$ cat config.mk
export PLATFORM = sky130hd
export DESIGN_NAME = instruction_encoder
export DESIGN_NICKNAME = d
export VERILOG_FILES = /design/src/rtl/rv32i_pkg.sv /design/src/rtl/instr_pack.sv /design/src/rtl/instruction_encoder.sv
export SDC_FILE = /design/constraint.sdc
export NUM_CORES = 1
export LEC_CHECK = 0
export ABC_CLOCK_PERIOD_IN_PS = 4100
export BUFFER_PORTS_ARGS = -buffer_cell sky130_fd_sc_hd__buf_4
export CAP_MARGIN = 40
export CORE_MARGIN = 1.5
export CORE_UTILIZATION = 45
export CTS_BUF_LIST = sky130_fd_sc_hd__clkbuf_8
export CTS_CLUSTER_SIZE = 24
export DETAILED_ROUTE_END_ITERATION = 16
export PLACE_DENSITY = 0.67
export SLEW_MARGIN = 20
export SYNTH_ARGS = -nofsm -noshare
export SYNTH_HDL_FRONTEND = slang
export SYNTH_HIERARCHICAL = 1
export SYNTH_SLANG_ARGS = --single-unit
$ cat constraint.sdc
create_clock -name clk -period 4.1 [get_ports clk]
set_input_delay 0.41 -clock clk [delete_from_list [all_inputs] [get_ports clk]]
set_output_delay 0.41 -clock clk [all_outputs]
set_load 0.02 [all_outputs]
$ cat src/rtl/rv32i_pkg.sv
// Shared RV32I opcode constants and instruction format enum
// for the instruction encoder slice.
package rv32i_pkg;

    localparam logic [6:0] OP_R      = 7'b0110011;
    localparam logic [6:0] OP_IMM    = 7'b0010011;
    localparam logic [6:0] OP_LOAD   = 7'b0000011;
    localparam logic [6:0] OP_JALR   = 7'b1100111;
    localparam logic [6:0] OP_SYSTEM = 7'b1110011;
    localparam logic [6:0] OP_FENCE  = 7'b0001111;
    localparam logic [6:0] OP_STORE  = 7'b0100011;
    localparam logic [6:0] OP_BRANCH = 7'b1100011;
    localparam logic [6:0] OP_LUI    = 7'b0110111;
    localparam logic [6:0] OP_AUIPC  = 7'b0010111;
    localparam logic [6:0] OP_JAL    = 7'b1101111;

    typedef enum logic [2:0] {
        FMT_R,
        FMT_I,
        FMT_S,
        FMT_B,
        FMT_U,
        FMT_J,
        FMT_BAD
    } fmt_t;

endpackage

$ cat src/rtl/instr_pack.sv
// Combinational opcode-to-format selection and RV32I bit packing,
// inverse of the decoder's raw_imm layout.
module instr_pack
    import rv32i_pkg::*;
(
    input  logic [6:0]  opcode,
    input  logic [2:0]  funct3,
    input  logic [6:0]  funct7,
    input  logic [4:0]  rs1,
    input  logic [4:0]  rs2,
    input  logic [4:0]  rd,
    input  logic [19:0] raw_imm,
    output fmt_t        fmt,
    output logic [31:0] instr
);

    always_comb begin
        fmt = FMT_BAD;
        unique case (1'b1)
            (opcode == OP_R):
                fmt = FMT_R;
            (opcode == OP_IMM) || (opcode == OP_LOAD) ||
            (opcode == OP_JALR) || (opcode == OP_SYSTEM) ||
            (opcode == OP_FENCE):
                fmt = FMT_I;
            (opcode == OP_STORE):
                fmt = FMT_S;
            (opcode == OP_BRANCH):
                fmt = FMT_B;
            (opcode == OP_LUI) || (opcode == OP_AUIPC):
                fmt = FMT_U;
            (opcode == OP_JAL):
                fmt = FMT_J;
            default:
                fmt = FMT_BAD;
        endcase
    end

    // Unsupported opcodes fall through to R packing.
    always_comb begin
        instr = {funct7, rs2, rs1, funct3, rd, opcode};
        unique case (fmt)
            FMT_I:
                instr = {raw_imm[11:0], rs1, funct3,
                         rd, opcode};
            FMT_S:
                instr = {raw_imm[11:5], rs2, rs1, funct3,
                         raw_imm[4:0], opcode};
            FMT_B:
                instr = {raw_imm[11], raw_imm[9:4], rs2,
                         rs1, funct3, raw_imm[3:0],
                         raw_imm[10], opcode};
            FMT_U:
                instr = {raw_imm[19:0], rd, opcode};
            FMT_J:
                instr = {raw_imm[19], raw_imm[9:0],
                         raw_imm[10], raw_imm[18:11],
                         rd, opcode};
            default:
                instr = {funct7, rs2, rs1, funct3, rd, opcode};
        endcase
    end

endmodule

$ cat src/rtl/instruction_encoder.sv
// Field-bundle to instruction-word encoder with output FIFO and address
// counter; INSTR_ENCODER_CHECK_EN enables unsupported-opcode filtering.
module instruction_encoder #(
    parameter int ADDR_WIDTH = 32,
    parameter int FIFO_DEPTH = 2
) (
    input  logic                  clk,
    input  logic                  reset_n,
    input  logic                  in_valid,
    output logic                  in_ready,
    input  logic [6:0]            opcode,
    input  logic [2:0]            funct3,
    input  logic [6:0]            funct7,
    input  logic [4:0]            rs1,
    input  logic [4:0]            rs2,
    input  logic [4:0]            rd,
    input  logic [19:0]           raw_imm,
    input  logic                  base_load,
    input  logic [ADDR_WIDTH-1:0] base_addr,
    output logic                  out_valid,
    input  logic                  out_ready,
    output logic [31:0]           instruction,
    output logic [ADDR_WIDTH-1:0] out_addr,
    output logic                  illegal,
    output logic [7:0]            illegal_count
);
    import rv32i_pkg::*;

    localparam int PTR_W = $clog2(FIFO_DEPTH);
    localparam int CNT_W = PTR_W + 1;

    logic [31:0]           word_mem [FIFO_DEPTH];
    logic [ADDR_WIDTH-1:0] addr_mem [FIFO_DEPTH];
    logic [PTR_W-1:0]      wr_ptr;
    logic [PTR_W-1:0]      rd_ptr;
    logic [CNT_W-1:0]      count;
    logic [ADDR_WIDTH-1:0] counter;

    logic [31:0]           packed_word;
    fmt_t                  fmt;
    logic                  full;
    logic                  pop;
    logic                  accept;
    logic                  push;
    logic [ADDR_WIDTH-1:0] base;
    logic [ADDR_WIDTH-1:0] tag;
    logic                  unused_bits;

    instr_pack u_pack (
        .opcode  (opcode),
        .funct3  (funct3),
        .funct7  (funct7),
        .rs1     (rs1),
        .rs2     (rs2),
        .rd      (rd),
        .raw_imm (raw_imm),
        .fmt     (fmt),
        .instr   (packed_word)
    );

    assign full      = (count == CNT_W'(FIFO_DEPTH));
    assign out_valid = (count != '0);
    assign pop       = out_valid && out_ready;
    assign in_ready  = !full || pop;
    assign accept    = in_valid && in_ready;

    assign base = {base_addr[ADDR_WIDTH-1:2], 2'b00};
    // A same-cycle base_load redirects the word being accepted.
    assign tag  = base_load ? base : counter;

    assign instruction = word_mem[rd_ptr];
    assign out_addr    = addr_mem[rd_ptr];

`ifdef INSTR_ENCODER_CHECK_EN
    logic bad;
    assign bad         = (fmt == FMT_BAD);
    assign push        = accept && !bad;
    assign unused_bits = ^base_addr[1:0];

    always_ff @(posedge clk or negedge reset_n) begin
        if (!reset_n) begin
            illegal       <= 1'b0;
            illegal_count <= '0;
        end else begin
            illegal <= accept && bad;
            if (accept && bad && (illegal_count != 8'hFF))
                illegal_count <= illegal_count + 8'd1;
        end
    end
`else
    assign push          = accept;
    assign illegal       = 1'b0;
    assign illegal_count = '0;
    assign unused_bits   = ^{base_addr[1:0], (fmt == FMT_BAD)};
`endif

    always_ff @(posedge clk or negedge reset_n) begin
        if (!reset_n) begin
            wr_ptr <= '0;
            rd_ptr <= '0;
            count  <= '0;
            for (int i = 0; i < FIFO_DEPTH; i++) begin
                word_mem[i] <= '0;
                addr_mem[i] <= '0;
            end
        end else begin
            if (push) begin
                word_mem[wr_ptr] <= packed_word;
                addr_mem[wr_ptr] <= tag;
                wr_ptr           <= wr_ptr + PTR_W'(1);
            end
            if (pop)
                rd_ptr <= rd_ptr + PTR_W'(1);
            if (push && !pop)
                count <= count + CNT_W'(1);
            else if (!push && pop)
                count <= count - CNT_W'(1);
        end
    end

    always_ff @(posedge clk or negedge reset_n) begin
        if (!reset_n)
            counter <= '0;
        else if (push)
            counter <= tag + ADDR_WIDTH'(4);
        else if (base_load)
            counter <= base;
    end

endmodule

Word level (Yosys, flattened, before mapping)
Cells that the tools add are included.
{ "word_totals": {"reg_bits": 164, "in_bits": 89, "output_inout_bits": 75, "elab_cells": 67} }
{ "classes": {"n_addsub": 5, "magnitude_cmp": 3, "eq_ne": 17, "muxes": 16, "bitwise": 2, "n_reduce_logical": 16} }
{ "op_table": {"columns": ["operator", "count"], "rows": [
  ["$mux 32", 9],
  ["$pmux 32 s5", 1],
  ["$bwmux 64", 2],
  ["$add 32x3->32 const B", 1],
  ["$demux 32 s1", 1],
  ["$eq 7x7->1 const B", 4],
  ["$eq 7x6->1 const B", 3],
  ["$pmux 3 s6", 1],
  ["$eq 7x5->1 const B", 2],
  ["$eq 7x2->1 const B", 1],
  ["$eq 7x4->1 const B", 1],
  ["$eq 3x2->1 const B", 2],
  ["$eq 3x3->1 const B", 2],
  ["$logic_or 1x1->1", 6],
  ["$logic_and 1x1->1", 5],
  ["$ge 2x2->1 const B", 2],
  ["$mux 2", 2],
  ["$not 1->2", 2],
  ["$reduce_bool 2->1", 2],
  ["$eq 3x1->1 const B", 1],
  ["$logic_not 1->1", 3],
  ["$add 1x1->1 const B", 2],
  ["$add 2x1->2 const B", 1],
  ["$eq 2x2->1 const B", 1],
  ["other kinds (2)", 2]
]} }

Logic depth before layout (Yosys ltp)
{ "depth": {"word_depth": 9, "ltp_mapped": 14, "depth_no_buf": 12} }

By module
Netlist, hierarchy kept.
{ "modules_own_cells": {"columns": ["mod", "n_inst", "cells_per_inst", "area_each_um2", "seq_area_each_um2"], "rows": [
  ["instruction_encoder", 1, 699, 7548.5, 4103.9],
  ["instr_pack", 1, 155, 1093.5, 0.0]
]} }

Least setup slack after synthesis
OpenSTA, ideal clock, no wires.
{ "synth_timing": {"kind": "input to register", "from": "input base_load", "to": "register counter[20]", "setup_time_ps": 80, "arrival_ps": 2822, "required_ps": 4020, "setup_slack_ps": 1199, "stages": 12, "n_path_buf": 4, "cell_sequence": "buf_4 buf_2 buf_2 buf_2 mux2i_1 inv_1 ha_1 nand2_1 a211oi_2 nand3_1 nor4_1 xnor2_1"} }
{ "synth_via": {"elab_chain_len": 3} }
{ "synth_rtl": {"columns": ["element", "line", "rtl"], "rows": [
  ["start, declared", "instruction_encoder.sv:18", "input logic base_load,"],
  ["$mux 32", null, null],
  ["via tag[3]", "instruction_encoder.sv:46", "logic [ADDR_WIDTH-1:0] tag;"],
  ["$add 32x3->32", "instruction_encoder.sv:125", "counter <= tag + ADDR_WIDTH'(4);"],
  ["$mux 32", "instruction_encoder.sv:124", "else if (push)"],
  ["end signal, assigned", "instruction_encoder.sv:125", null],
  ["end signal, assigned", "instruction_encoder.sv:127", "counter <= base;"],
  ["end, declared", "instruction_encoder.sv:37", "logic [ADDR_WIDTH-1:0] counter;"]
]} }
The timed path passes the listed nets, and every way through them passes these cells.
A chain may end at the register's enable or synchronous reset.

Final worst setup path
{ "layout_timing": {"from": "input opcode[4]", "to": "register word_mem[12] (netlist bit)"} }
{ "layout_via": {"elab_chain_len": 9, "word_cells_on_any_way": 24, "cone_classes": "eq/ne: 16; mux: 3; reduce/logical: 5"} }
{ "layout_rtl": {"columns": ["element", "line", "rtl"], "rows": [
  ["start, declared", "instruction_encoder.sv:11", "input logic [6:0] opcode,"],
  ["$eq 7x5->1 / $eq 7x2->1 (equally long branches)", "instr_pack.sv:22", "(opcode == OP_IMM) || (opcode == OP_LOAD) ||"],
  ["$logic_or 1x1->1 (2 in series)", "instr_pack.sv:22", null],
  ["$logic_or 1x1->1 (2 in series)", "instr_pack.sv:23", "(opcode == OP_JALR) || (opcode == OP_SYSTEM) ||"],
  ["$pmux 3 s6 (*)", "instr_pack.sv:19", "unique case (1'b1)"],
  ["$eq 3x3->1, or another cell as far along", "instr_pack.sv:42", "unique case (fmt)"],
  ["$pmux 32 s5 (*)", "instr_pack.sv:42", null],
  ["via packed_word[12]", "instruction_encoder.sv:39", "logic [31:0] packed_word;"],
  ["$bwmux 64 (*)", "instruction_encoder.sv:108", "word_mem[wr_ptr] <= packed_word;"],
  ["end signal, assigned by index", "instruction_encoder.sv:108", null],
  ["end, declared", "instruction_encoder.sv:32", "logic [31:0] word_mem [FIFO_DEPTH];"]
]} }
The timed path passes the listed nets; every way through them passes the cells marked *.

==> metrics <==
status=complete, no violations; Peak VDD IR=approximately 370 uV; total congestion overflow=0; Die W=141.4 um; Place WS=~0.87 ns; hold_sp=opcode[0]; Slew HR=0.3891; TritonCTS clock tree=yes; total CTS buffers=17; setup repair bufs after CTS=0; IO Pins=~160; # DRC=0; Setup crit start kind=input pin; DP Wirelength=14620 um; WL met2=9664 um; critical path type=input pin to flop; first-pass GRT wire length=33790 um; Setup violations, final=0; Clock Path Buffers=2; critical path arrival=about 3.2 ns; YS warnings=6; fin nets=1069; vias=around 6.6k; total negative slack=0 ns; largest net degree at the start of global routing=slightly below 80; Fmax=between 300 and 400 MHz; DP Area=roughly 0.0099 sq mm; reg2reg start=count[0]$_DFFE_PN0P_; CP max-delay cell=a21boi_1; Cell Rows=50; mean post-synth cell area=10.15 sq um; RSZ-0062 raised after global routing=no; cells after synthesis=between 800 and 900; n_diodes=0; routed wire length=about 21000 um; worst min-delay path class=input pin to flop; vias in the first global route=around 6.5k; DRT antenna net count=0; count of pins over their slew limit=0; Final min period=between 2 and 3 ns; P&R area growth vs syn=19.88%; number of clock sinks=about 160; Top Metal Used=met4; kind of cell adding the most delay to the critical path=compound AO/OA/AOI/OAI gates; port buffer count=152; Setup WS post-layout=1.261 ns; post-layout util=0.5505; die area=between 0.015 and 0.02 sq mm; drt wl/cell=17.05 um; Clock Latency Late Sink=approximately 0.46 ns; CP max stage delay=about 0.69 ns; CP Cell Sequence=buf_4 > nor3b_1 > a31oi_1 > nor3_1 > inv_1 > ha_1 > a21boi_1 > o22ai_1 > mux2_2; root buf cell=clkbuf_8; initial DRC count=463; WL met1=around 9600 um; Overall Power=7.155 mW; DR pass1 iterations=5; Initial Util=0.4592; Final Cell Area=slightly above 0.01 sq mm; Setup crit end kind=flop; WHS=0.1973 ns; Post-Syn Area=between 0.008 and 0.009 sq mm; Total Routing Usage GR=0.2139; max-cap violations=0; Die Y-Extent=141.4 um; PD cells=roughly 690 mW/mm^2; Static Leak=4.854 nW; buffers and inverters on the worst path=2; placed cell count=between 1k and 1.5k; crit path max fanout=13; post-DR vias/cell=5.417; Final Wtd Congestion=just under 0.9; Setup Skew=about 0.015 ns; WP data required=between 4 and 5 ns; final hold vios=0; routed wl met3=between 1000 and 1500 um; fraction of layout cells with a size suffix above 1=0.3212; final cell count without fillers=around 1.2k; antenna violations before repair=0; total core area=approximately 0.019 sq mm; fin crit share=0.6925; Tightest Pin Transition=~0.91 ns; clock-pin slew on the worst setup and hold paths=0.08 ns; CP startpoint=opcode[4]; htree depth=4
final timing paths:
path | to | slack, ns | cells past startpoint
max | word_mem[12]$_DFFE_PN0P_ | 1.26 | 9
min | word_mem[32]$_DFFE_PN0P_ | 0.20 | 3
max reg2reg | word_mem[2]$_DFFE_PN0P_ | 1.61 | 7
min reg2reg | word_mem[38]$_DFFE_PN0P_ | 0.48 | 2
max in group asynchronous | word_mem[56]$_DFFE_PN0P_ | 3.06 | 3
min in group asynchronous | word_mem[40]$_DFFE_PN0P_ | 0.37 | 2
sequential cells by signal, indices dropped and copies added, names as in the netlist:
name and cells:
rd_ptr 1, word_mem 64, addr_mem 64, count 2, counter 32, wr_ptr 1
power breakdown:
part           total (mW)  internal [mW]  switching [mW]
logic                3.31           1.55            1.76
registers            2.62           2.27           0.351
clock network        1.22          0.609           0.615
total                7.15           4.43            2.73
worst min-delay path: cells and delay by family:
| kind | cells | cell delay (ns) |
|---|---|---|
| buffers and inverters | 1 | 0.11 |
| AND/OR/NAND/NOR | 2 | 0.10 |
cell usage in the layout, fill, tap and decap left out, types with 7 or more instances in the layout:
master and instances:
a22oi_1 7, o21ai_0 66, nand3_1 12, inv_1 22, clkbuf_8 21, a21oi_1 16
nand2_1 180, mux2i_1 39, xnor2_1 22, nor3_1 13, o2bb2ai_1 9, xor2_1 15
nand4_1 7, nor2_1 11, mux2_2 96, o22ai_1 11, buf_4 160, dfrtp_1 163
nor2b_1 9, conb_1 9
timing repair:
item                                    in CTS  in global routing
hold endpoints to repair                    24                  0
hold buffers                                 1                  0
gates resized for setup                      0                  0
endpoints found under the setup margin       0                  0
layout make-up:
class | count | area [sq um]
Clock buffer | 21 | 289.0
Clock inverter | 11 | 123.9
Fill cell | 1686 | 8437
Inverter | 23 | 86.33
Multi-Input combinational cell | 604 | 4104
Sequential cell | 164 | 4105
Tap cell | 234 | 292.8
Timing Repair Buffer | 167 | 1330
layer usage:
| layer | vias up | GRT usage |
|---|---|---|
| li1 | 3198 | - |
| met1 | 3206 | 0.2949 |
| met2 | 202 | 0.3421 |
| met3 | 24 | 0.04489 |
| met4 | 0 | 0.06131 |
| met5 | - | 0 |
(Power assumes the default switching activity.)
